`src/rtl/trng_ctrl_pkg.sv`:
```
// Shared types and constants for the TRNG sequencing controller.
// State encoding, err_status bit positions and the highest ROSC select.
package trng_ctrl_pkg;

  typedef enum logic [2:0] {
    ST_IDLE    = 3'd0,
    ST_FLUSH   = 3'd1,
    ST_SETTLE  = 3'd2,
    ST_COLLECT = 3'd3,
    ST_RECOV   = 3'd4,
    ST_READY   = 3'd5,
    ST_FAIL    = 3'd6
  } state_e;

  localparam int ERR_VN       = 0;
  localparam int ERR_CRNGT    = 1;
  localparam int ERR_AUTOCORR = 2;
  localparam int ERR_TIMEOUT  = 3;

  localparam logic [1:0] ROSC_MAX = 2'd3;

  function automatic int max_int(input int a, input int b);
    return (a > b) ? a : b;
  endfunction

endpackage

```
`src/rtl/trng_seq_timer.sv`:
```
// Loadable saturating down-counter shared by the SETTLE delay and the COLLECT watchdog.
// tc_o flags the last counted cycle while enabled.
module trng_seq_timer #(
  parameter int W = 16
) (
  input  logic         clk_i,
  input  logic         rst_i,
  input  logic         load_i,
  input  logic [W-1:0] load_val_i,
  input  logic         en_i,
  output logic         tc_o
);

  logic [W-1:0] count_q;
  logic [W-1:0] count_d;

  always_comb begin
    count_d = count_q;
    if (load_i) begin
      count_d = load_val_i;
    end else if (en_i && (count_q != '0)) begin
      count_d = count_q - 1'b1;
    end
  end

  always_ff @(posedge clk_i) begin
    if (rst_i) begin
      count_q <= '0;
    end else begin
      count_q <= count_d;
    end
  end

  assign tc_o = en_i && (count_q == '0);

endmodule

```
`src/rtl/trng_seq_ctrl.sv`:
```
// TRNG sequencing controller: flush, settle, collect with health-test retry/escalation.
// Every output is registered and decoded from the next state.
module trng_seq_ctrl
  import trng_ctrl_pkg::*;
#(
  parameter int SAMPLE_CNT_W = 32,
  parameter int MAX_RETRY    = 3,
  parameter int SETTLE_CYC   = 16,
  parameter int TIMEOUT_CYC  = 65535
) (
  input  logic                    rng_clk,
  input  logic                    rst,
  input  logic                    start,
  input  logic                    abort,
  input  logic [1:0]              cfg_rosc_init,
  input  logic [SAMPLE_CNT_W-1:0] cfg_sample_cnt,
  input  logic                    cfg_auto_switch,
  input  logic                    ehr_valid,
  input  logic                    vn_err,
  input  logic                    crngt_err,
  input  logic                    autocorr_err,
  input  logic                    ehr_rd_done,
  output logic                    rnd_src_en,
  output logic [1:0]              rnd_src_sel,
  output logic [SAMPLE_CNT_W-1:0] sample_cnt,
  output logic                    rst_trng_logic,
  output logic                    busy,
  output logic                    ready,
  output logic                    fail,
  output logic [3:0]              err_status,
  output logic [3:0]              retry_cnt
);

  localparam int TMR_W = $clog2(max_int(SETTLE_CYC, TIMEOUT_CYC) + 1);

  state_e                  state_q, state_d;
  logic [1:0]              sel_q, sel_d;
  logic [SAMPLE_CNT_W-1:0] cnt_q, cnt_d;
  logic [3:0]              err_q, err_d;
  logic [3:0]              retry_q, retry_d;
  logic                    flush_q, flush_d;
  logic                    en_q, busy_q, ready_q, fail_q;
  logic [3:0]              err_in;
  logic                    start_ok;
  logic                    tmr_load, tmr_en, tmr_tc;
  logic [TMR_W-1:0]        tmr_val;

  assign err_in = {1'b0, autocorr_err, crngt_err, vn_err};
  // A read-done in READY takes precedence over a new start.
  assign start_ok = start && ((state_q == ST_IDLE) || (state_q == ST_FAIL) ||
                              ((state_q == ST_READY) && !ehr_rd_done));

  always_comb begin
    state_d = state_q;
    sel_d   = sel_q;
    cnt_d   = cnt_q;
    err_d   = err_q;
    retry_d = retry_q;
    flush_d = 1'b0;
    if (abort) begin
      state_d = ST_IDLE;
      err_d   = '0;
      retry_d = '0;
      flush_d = 1'b1;
    end else if (start_ok) begin
      state_d = ST_FLUSH;
      sel_d   = cfg_rosc_init;
      cnt_d   = cfg_sample_cnt;
      err_d   = '0;
      retry_d = '0;
    end else begin
      case (state_q)
        ST_FLUSH:  state_d = ST_SETTLE;
        ST_SETTLE: if (tmr_tc) state_d = ST_COLLECT;
        ST_COLLECT: begin
          if (|err_in) begin
            err_d   = err_q | err_in;
            retry_d = retry_q + 4'd1;
            state_d = ST_RECOV;
          end else if (tmr_tc) begin
            err_d[ERR_TIMEOUT] = 1'b1;
            retry_d = retry_q + 4'd1;
            state_d = ST_RECOV;
          end else if (ehr_valid) begin
            state_d = ST_READY;
          end
        end
        ST_RECOV: begin
          if (retry_q < 4'(MAX_RETRY)) begin
            state_d = ST_FLUSH;
          end else if (cfg_auto_switch && (sel_q < ROSC_MAX)) begin
            sel_d   = sel_q + 2'd1;
            retry_d = '0;
            state_d = ST_FLUSH;
          end else begin
            state_d = ST_FAIL;
          end
        end
        ST_READY:  if (ehr_rd_done) state_d = ST_IDLE;
        default:   state_d = state_q;
      endcase
    end
    if (state_d == ST_FLUSH) flush_d = 1'b1;
  end

  assign tmr_load = ((state_d == ST_SETTLE) && (state_q != ST_SETTLE)) ||
                    ((state_d == ST_COLLECT) && (state_q != ST_COLLECT));
  assign tmr_val  = (state_d == ST_SETTLE) ? TMR_W'(SETTLE_CYC - 1) : TMR_W'(TIMEOUT_CYC - 1);
  assign tmr_en   = (state_q == ST_SETTLE) || (state_q == ST_COLLECT);

  trng_seq_timer #(.W(TMR_W)) u_timer (
    .clk_i      (rng_clk),
    .rst_i      (rst),
    .load_i     (tmr_load),
    .load_val_i (tmr_val),
    .en_i       (tmr_en),
    .tc_o       (tmr_tc)
  );

  always_ff @(posedge rng_clk) begin
    if (rst) begin
      state_q <= ST_IDLE;
      sel_q   <= '0;
      cnt_q   <= '0;
      err_q   <= '0;
      retry_q <= '0;
      flush_q <= 1'b0;
      en_q    <= 1'b0;
      busy_q  <= 1'b0;
      ready_q <= 1'b0;
      fail_q  <= 1'b0;
    end else begin
      state_q <= state_d;
      sel_q   <= sel_d;
      cnt_q   <= cnt_d;
      err_q   <= err_d;
      retry_q <= retry_d;
      flush_q <= flush_d;
      en_q    <= (state_d == ST_SETTLE) || (state_d == ST_COLLECT);
      busy_q  <= !((state_d == ST_IDLE) || (state_d == ST_READY) || (state_d == ST_FAIL));
      ready_q <= (state_d == ST_READY);
      fail_q  <= (state_d == ST_FAIL);
    end
  end

  assign rnd_src_en     = en_q;
  assign rnd_src_sel    = sel_q;
  assign sample_cnt     = cnt_q;
  assign rst_trng_logic = flush_q;
  assign busy           = busy_q;
  assign ready          = ready_q;
  assign fail           = fail_q;
  assign err_status     = err_q;
  assign retry_cnt      = retry_q;

endmodule
```
`config.mk`:
```
export PLATFORM = sky130hd
export DESIGN_NAME = trng_seq_ctrl
export DESIGN_NICKNAME = d
export VERILOG_FILES = /design/src/rtl/trng_ctrl_pkg.sv /design/src/rtl/trng_seq_timer.sv /design/src/rtl/trng_seq_ctrl.sv
export SDC_FILE = /design/constraint.sdc
export NUM_CORES = 1
export LEC_CHECK = 0
export ABC_AREA = 1
export CAP_MARGIN = 10
export CORE_MARGIN = 8
export CORE_UTILIZATION = 53
export CTS_BUF_LIST = sky130_fd_sc_hd__clkbuf_8 sky130_fd_sc_hd__clkbuf_16
export DETAILED_ROUTE_END_ITERATION = 6
export PLACE_DENSITY_LB_ADDON = 0.05
export SETUP_SLACK_MARGIN = 0.02
export SLEW_MARGIN = 0
export SYNTH_ARGS = -nofsm -noshare
export SYNTH_HDL_FRONTEND = slang
export SYNTH_HIERARCHICAL = 1
export SYNTH_SLANG_ARGS = --single-unit
```
`constraint.sdc`:
```
create_clock -name rng_clk -period 9.1 [get_ports rng_clk]
set_input_delay 1.82 -clock rng_clk [delete_from_list [all_inputs] [get_ports rng_clk]]
set_output_delay 1.82 -clock rng_clk [all_outputs]
set_load 0.05 [all_outputs]
```
==> qor.txt, run 1 <==
Diodes inserted = 0
Final Routed Wirelength = 8.63 mm
Setup Buffers After CTS = 0
Met2 wire len = 4.28 mm
Post-synth EDFFs = 0
Uppermost layer routed = met4
Critical Setup Path Class = in2reg
Clk sinks = 66
Max VDD drop = 0.000130 V
Final hold viol count = 0
DP Worst Slack = 4.52 ns
Worst-path cell chain = clkdlybuf4s50_1 > nor2_1 > nand2_1 > o21ai_0 > nand3_2 > nand3_4 > nand4_1 > nand2_1 > inv_1 > nand3_1 > nor2_1 > nor2_1 > nor2_1
Fin crit share = 46.9%
DR pass1 iterations = 4
Grt ovf = 0
Initial Util = 54.8%
Hpwl dp = 6.58 mm
Routability cong. = 0.880
Hold buffer count at cts = 0
RSZ-0062 raised after global routing = no
Post-synthesis register bit count = 66
Final Non-Filler Cells = 668
Crit. End Element = register
Post-route ant nets = 0
Predominant post-synthesis flop cell = dfxtp_1
Max Slew Vio Count = 0
Slowest stage delay, CP = 0.42 ns
Relative slew slack = 32.7%
Starting DRC count in detailed routing = 99
Final Skew = 0.00934 ns
DRC viols = 0
Metal-1 WL = 3.72 mm
Syn_area_per_cell = 7.03 um2
Worst-path maximum fanout = 17
Largest net degree at the start of global routing = 66
Placement-stage cell area = 4400 um2
Root Buffer = clkbuf_8
Area Growth Syn to Fin = 31.7%
Total CTS buffers = 9
Vias = 3,344
GRT Resource Usage Total = 18.4%
Met3 WL = 432 um
Clk slew on worst S/H paths = 0.07 ns
Final setup viols = 0
Vias in the first global route = 3,238
FFs w/ async S/R, synth = 0%
PostCTS Resize Cnt = 0
Worst setup margin = 4.83 ns
Clock H-tree levels = 3
Peak Freq = 234 MHz
Leakage = 1.97 nW
CTS max path bufs = 2
First-pass GRT wire length = 14.7 mm
CTS tree = built
Via density = 5.01
Number of antenna violations at the first check in global routing = 0
Hold WC Path Type = reg2reg
Cell count after placement = 652
CORE AREA = 6390 um2
Post-route cell area = 4610 um2
Nets = 633
FF-to-FF setup slack = 4.97 ns
Layout cell share with drive strength beyond 1 = 11.2%
Yosys Warn Count = 6
Synth Instances = 498
Most frequent cells in the layout = clkdlybuf4s50_1, nand2_1, inv_1
Die Footprint = 9460 um2
Post-synthesis sequential area ratio = 37.8%
Num rows = 29
PwrDens = 167 nW/um2
Die Ht = 97.3 um
Slowest CP cell = clkdlybuf4s50_1
Most used cell, CP = nor2_1
Setup TNS = 0 ns
Status = completed
Routed WL per cell = 12.9 um
Port Buffers = 90
Worst Tran Pin Value = 1.01 ns
Count of unique library cells instantiated by Yosys = 40
Crit path time final = 4.27 ns
Worst EP arrival = 4.48 ns
Worst EP required = 9.31 ns
Fillers = 542
Die X = 97.3 um
Setup crit start kind = input pin
Final Total Pwr = 0.772 mW
Io pins = 91
Synth Cell Area = 3500 um2
Most common cell after layout, fill and taps aside = clkdlybuf4s50_1
Worst-skew pair later-pin latency = 0.35 ns
Max_cap viols = 0
## kinds of logic after synthesis
group / count (synthesis) / share of synthesized area [%]
XOR/XNOR: 8 / 2.00
multiplexers: 1 / 0.286
flip-flops: 66 / 37.8
AO/OA/AOI/OAI: 94 / 14.5
AND/OR/NAND/NOR: 232 / 32.6
other: 1 / 0.107
buffers and inverters: 93 / 11.7
adder cells (fa/ha/maj): 3 / 1.07
## cell usage after synthesis, types with 2 or more instances
cell      count  share of area [%]
nand2_1      85                9.1
inv_1        70                7.5
dfxtp_1      66                 38
nor2_1       64                6.9
a21oi_1      43                6.1
nand3_1      32                4.6
o21ai_1      23                3.3
o21ai_0      19                2.7
nand2_2      12                2.1
buf_6         7                2.3
nand2_4       7                2.3
nor2_2        7                1.3
clkbuf_1      6               0.64
inv_2         5               0.54
nand4_1       5               0.89
xor2_1        5                1.3
nand3_2       4                1.1
nor2_4        4                1.3
ha_1          3                1.1
nand3b_1      3               0.64
xnor2_1       3               0.75
a31oi_1       2               0.36
buf_1         2               0.21
inv_4         2               0.36
nor3_1        2               0.29
nor3_2        2               0.57
o21ai_2       2               0.50
## worst paths after layout
check / startpoint / endpoint / depth (start not counted)
worst max-delay path: crngt_err / u_timer/count_q[8] / 13
worst max register to register: state_q[0] / u_timer/count_q[8] / 18
worst min-delay path: sample_cnt[6] / sample_cnt[6] / 2
worst min register to register: sample_cnt[6] / sample_cnt[6] / 2
## layer usage
metal,GRT usage [%],vias to the layer above
met1,20.5,1501
met5,0,-
met2,31.9,80
met3,4.48,15
met4,8.86,0
li1,-,1748
## area by class of cell
class,instances,area (um2),share of cell area [%]
well taps,77,96.3,2.09
multi-input cells,341,1780,38.6
flip-flops and latches,66,1320,28.7
clock inverters,5,60.1,1.30
clock buffers,11,151,3.28
inverters,77,294,6.38
repair buffers,91,908,19.7
## state kept, by name, indices dropped and copies added (netlist names)
name and cells:
rst_trng_logic 1, state_q 3, u_timer/count_q 16, ready 1, rnd_src_sel 2, retry_cnt 4, busy 1, sample_cnt 32
err_status 4, fail 1, rnd_src_en 1
## per-stage QoR
stage	hold slack [ns]	util (%)
floorplan	0.462	-
global placement	0.431	68.9
detailed placement	0.436	68.9
CTS	0.447	72.2
global route	0.473	72.2
finish	0.443	72.2
## where the power goes
group / switching (mW) / leakage [nW] / internal (mW) / total [mW]
Combinational: 0.121 / 1.33 / 0.0752 / 0.196
Clock: 0.118 / 0.106 / 0.143 / 0.261
Sequential: 0.0105 / 0.539 / 0.304 / 0.315
Total: 0.249 / 1.97 / 0.522 / 0.772
## worst max-delay path: cells and delay by family
kind	cells	cell delay [ns]
buffers and inverters	2	0.80
and+or+nand+nor	10	1.55
AOI/OAI and AO/OA	1	0.29
Note: power is estimated with default switching activity, not from simulation.
==> run 2, diff against run 1 <==
--- a/config.mk
+++ b/config.mk
@@ -8,7 +8,7 @@
 export ABC_AREA = 1
 export CAP_MARGIN = 10
 export CORE_MARGIN = 8
-export CORE_UTILIZATION = 53
+export CORE_UTILIZATION = 49
 export CTS_BUF_LIST = sky130_fd_sc_hd__clkbuf_8 sky130_fd_sc_hd__clkbuf_16
 export DETAILED_ROUTE_END_ITERATION = 6
 export PLACE_DENSITY_LB_ADDON = 0.05
==> constraint.sdc (replaced) <==
create_clock -name rng_clk -period 4 [get_ports rng_clk]
set_input_delay 0.8 -clock rng_clk [delete_from_list [all_inputs] [get_ports rng_clk]]
set_output_delay 0.8 -clock rng_clk [all_outputs]
set_load 0.05 [all_outputs]
==> qor.txt, run 2 (same netlist as run 1, synthesis figures left out) <==
Status = completed
Fin crit share = 82.8%
Max Slew Vio Count = 0 (unchanged)
CTS tree = built
Final Routed Wirelength = 8.94 mm (+3.6%)
DR pass1 iterations = 4 (unchanged)
Final setup viols = 0 (unchanged)
Number of flip-flops in the largest register = 32 (unchanged)
Relative slew slack = 59.9% (+27 points)
Setup Buffers After CTS = 0 (unchanged)
Area Growth Syn to Fin = 32.6%
Die X = 101 um (+3.3%)
Diodes inserted = 0 (unchanged)
Initial Util = 49.3% (-5.5 points)
Fillers = 658 (+21%)
Peak Freq = 302 MHz
Most frequent cells in the layout = clkdlybuf4s50_1, nand2_1, inv_1
Worst EP arrival = 3.58 ns (-0.90 ns)
Post-route ant nets = 0 (unchanged)
Total CTS buffers = 9 (unchanged)
Via density = 4.89 (-2.3%)
Die Footprint = 10,100 um2 (+6.8%)
Hold buffer count at cts = 0 (unchanged)
Worst Tran Pin Value = 0.596 ns (-0.413 ns)
Final hold viol count = 0 (unchanged)
Nets = 637 (+0.63%)
Leakage = 1.99 nW (+0.83%)
Final Skew = 0.00736 ns (-0.00198 ns)
Worst-path maximum fanout = 11 (-6)
Clock H-tree levels = 3 (unchanged)
RSZ-0062 raised after global routing = no
Starting DRC count in detailed routing = 182 (+84%)
GRT Resource Usage Total = 18.1% (-0.31 points)
PostCTS Resize Cnt = 0 (unchanged)
Die Ht = 101 um (+3.3%)
Largest net degree at the start of global routing = 65 (-1.5%)
Vias = 3,394 (+1.5%)
CORE AREA = 7100 um2 (+11%)
Routed WL per cell = 12.9 um (-0.25%)
Routability cong. = 0.907 (+3.1%)
Clk slew on worst S/H paths = 0.07 ns (about the same)
CTS max path bufs = 2 (unchanged)
Setup crit start kind = register
Final Total Pwr = 1.71 mW (+120%)
Post-route cell area = 4640 um2 (+0.71%)
Port Buffers = 90 (unchanged)
Hpwl dp = 6.75 mm (+2.5%)
Layout cell share with drive strength beyond 1 = 11.3% (+0.093 points)
PwrDens = 369 nW/um2 (+120%)
Grt ovf = 0 (unchanged)
Number of antenna violations at the first check in global routing = 0 (unchanged)
Max VDD drop = 0.000176 V (+35%)
Crit path time final = 3.31 ns
Setup TNS = 0 ns (unchanged)
Vias in the first global route = 3,149 (-2.7%)
Max_cap viols = 0 (unchanged)
Hold WC Path Type = reg2reg
Cell count after placement = 678 (+4.0%)
Crit. End Element = register
Io pins = 91 (unchanged)
Worst EP required = 4.27 ns (-5.04 ns)
Most common cell after layout, fill and taps aside = clkdlybuf4s50_1
Clk sinks = 66 (unchanged)
First-pass GRT wire length = 14.7 mm (about the same)
Root Buffer = clkbuf_8
DRC viols = 0 (unchanged)
Worst-skew pair later-pin latency = 0.34 ns (about the same)
Placement-stage cell area = 4460 um2 (+1.3%)
Critical Setup Path Class = reg2reg
Num rows = 31 (+6.9%)
Final Non-Filler Cells = 694 (+3.9%)
[run 2: cell count changes in the layout (fill, tap and decap cells not counted), sizes merged]
cell / previous run / this run
buf: 1 / 5
clkbuf: 11 / 9
inv: 79 / 81
[run 2: stage by stage]
step / utilization (%) / hold WS, ns / setup slack, ns
after global placement: 62.8 / 0.430 / 0.858
after floorplan: - / 0.462 / 0.979
after global routing: 65.4 / 0.458 / 0.170
after CTS: 65.4 / 0.447 / 0.677
final: 65.4 / 0.444 / 0.686
after detailed placement: 62.8 / 0.435 / 0.705
[run 2: worst paths after layout]
check	startpoint	endpoint	slack, ns	cells past startpoint
hold reg to reg	sample_cnt[4]	sample_cnt[4]	0.44	2
hold / removal	sample_cnt[4]	sample_cnt[4]	0.44	2
setup reg to reg	state_q[0]	u_timer/count_q[7]	0.69	19
setup / recovery	state_q[0]	u_timer/count_q[7]	0.69	19
[run 2: critical path, cell delays in order (launching register included)]
cell and delay (ns):
dfxtp_1 0.48, nand2_2 0.13, nor2_4 0.19, inv_1 0.08, nand2_1 0.20, inv_1 0.07, nor4_1 0.55, inv_1 0.13
nand3_1 0.11, o21ai_0 0.09, nand3_2 0.11, nand3_4 0.11, nand4_1 0.10, nand2_1 0.06, inv_1 0.20, buf_4 0.21
nand2_4 0.11, inv_2 0.11, nand2_1 0.05, a21oi_1 0.15
[run 2: final cells by class]
type                       count  area [um2]  share of cell area (%)
clock inverter                 7        62.6                    1.35
clock buffer                   9         124                    2.67
multi-input combinational    341        1780                    38.3
tap                           99         124                    2.67
inverter                      77         294                    6.33
sequential                    66        1320                    28.5
timing repair buffer          95         938                    20.2
[run 2: where the power goes]
group / internal (mW) / total [mW] / switching (mW) / leakage (nW)
Sequential: 0.692 / 0.717 / 0.0245 / 0.539
Combinational: 0.173 / 0.452 / 0.279 / 1.35
Clock: 0.282 / 0.544 / 0.261 / 0.103
Total: 1.15 / 1.71 / 0.565 / 1.99
[run 2: metal layers]
layer	global-route usage (%)	vias up	routed length, um
met5	0	-	0
met4	7.44	0	155
met2	29.9	90	4450
met3	3.38	13	454
met1	22.4	1532	3880
li1	-	1759	-
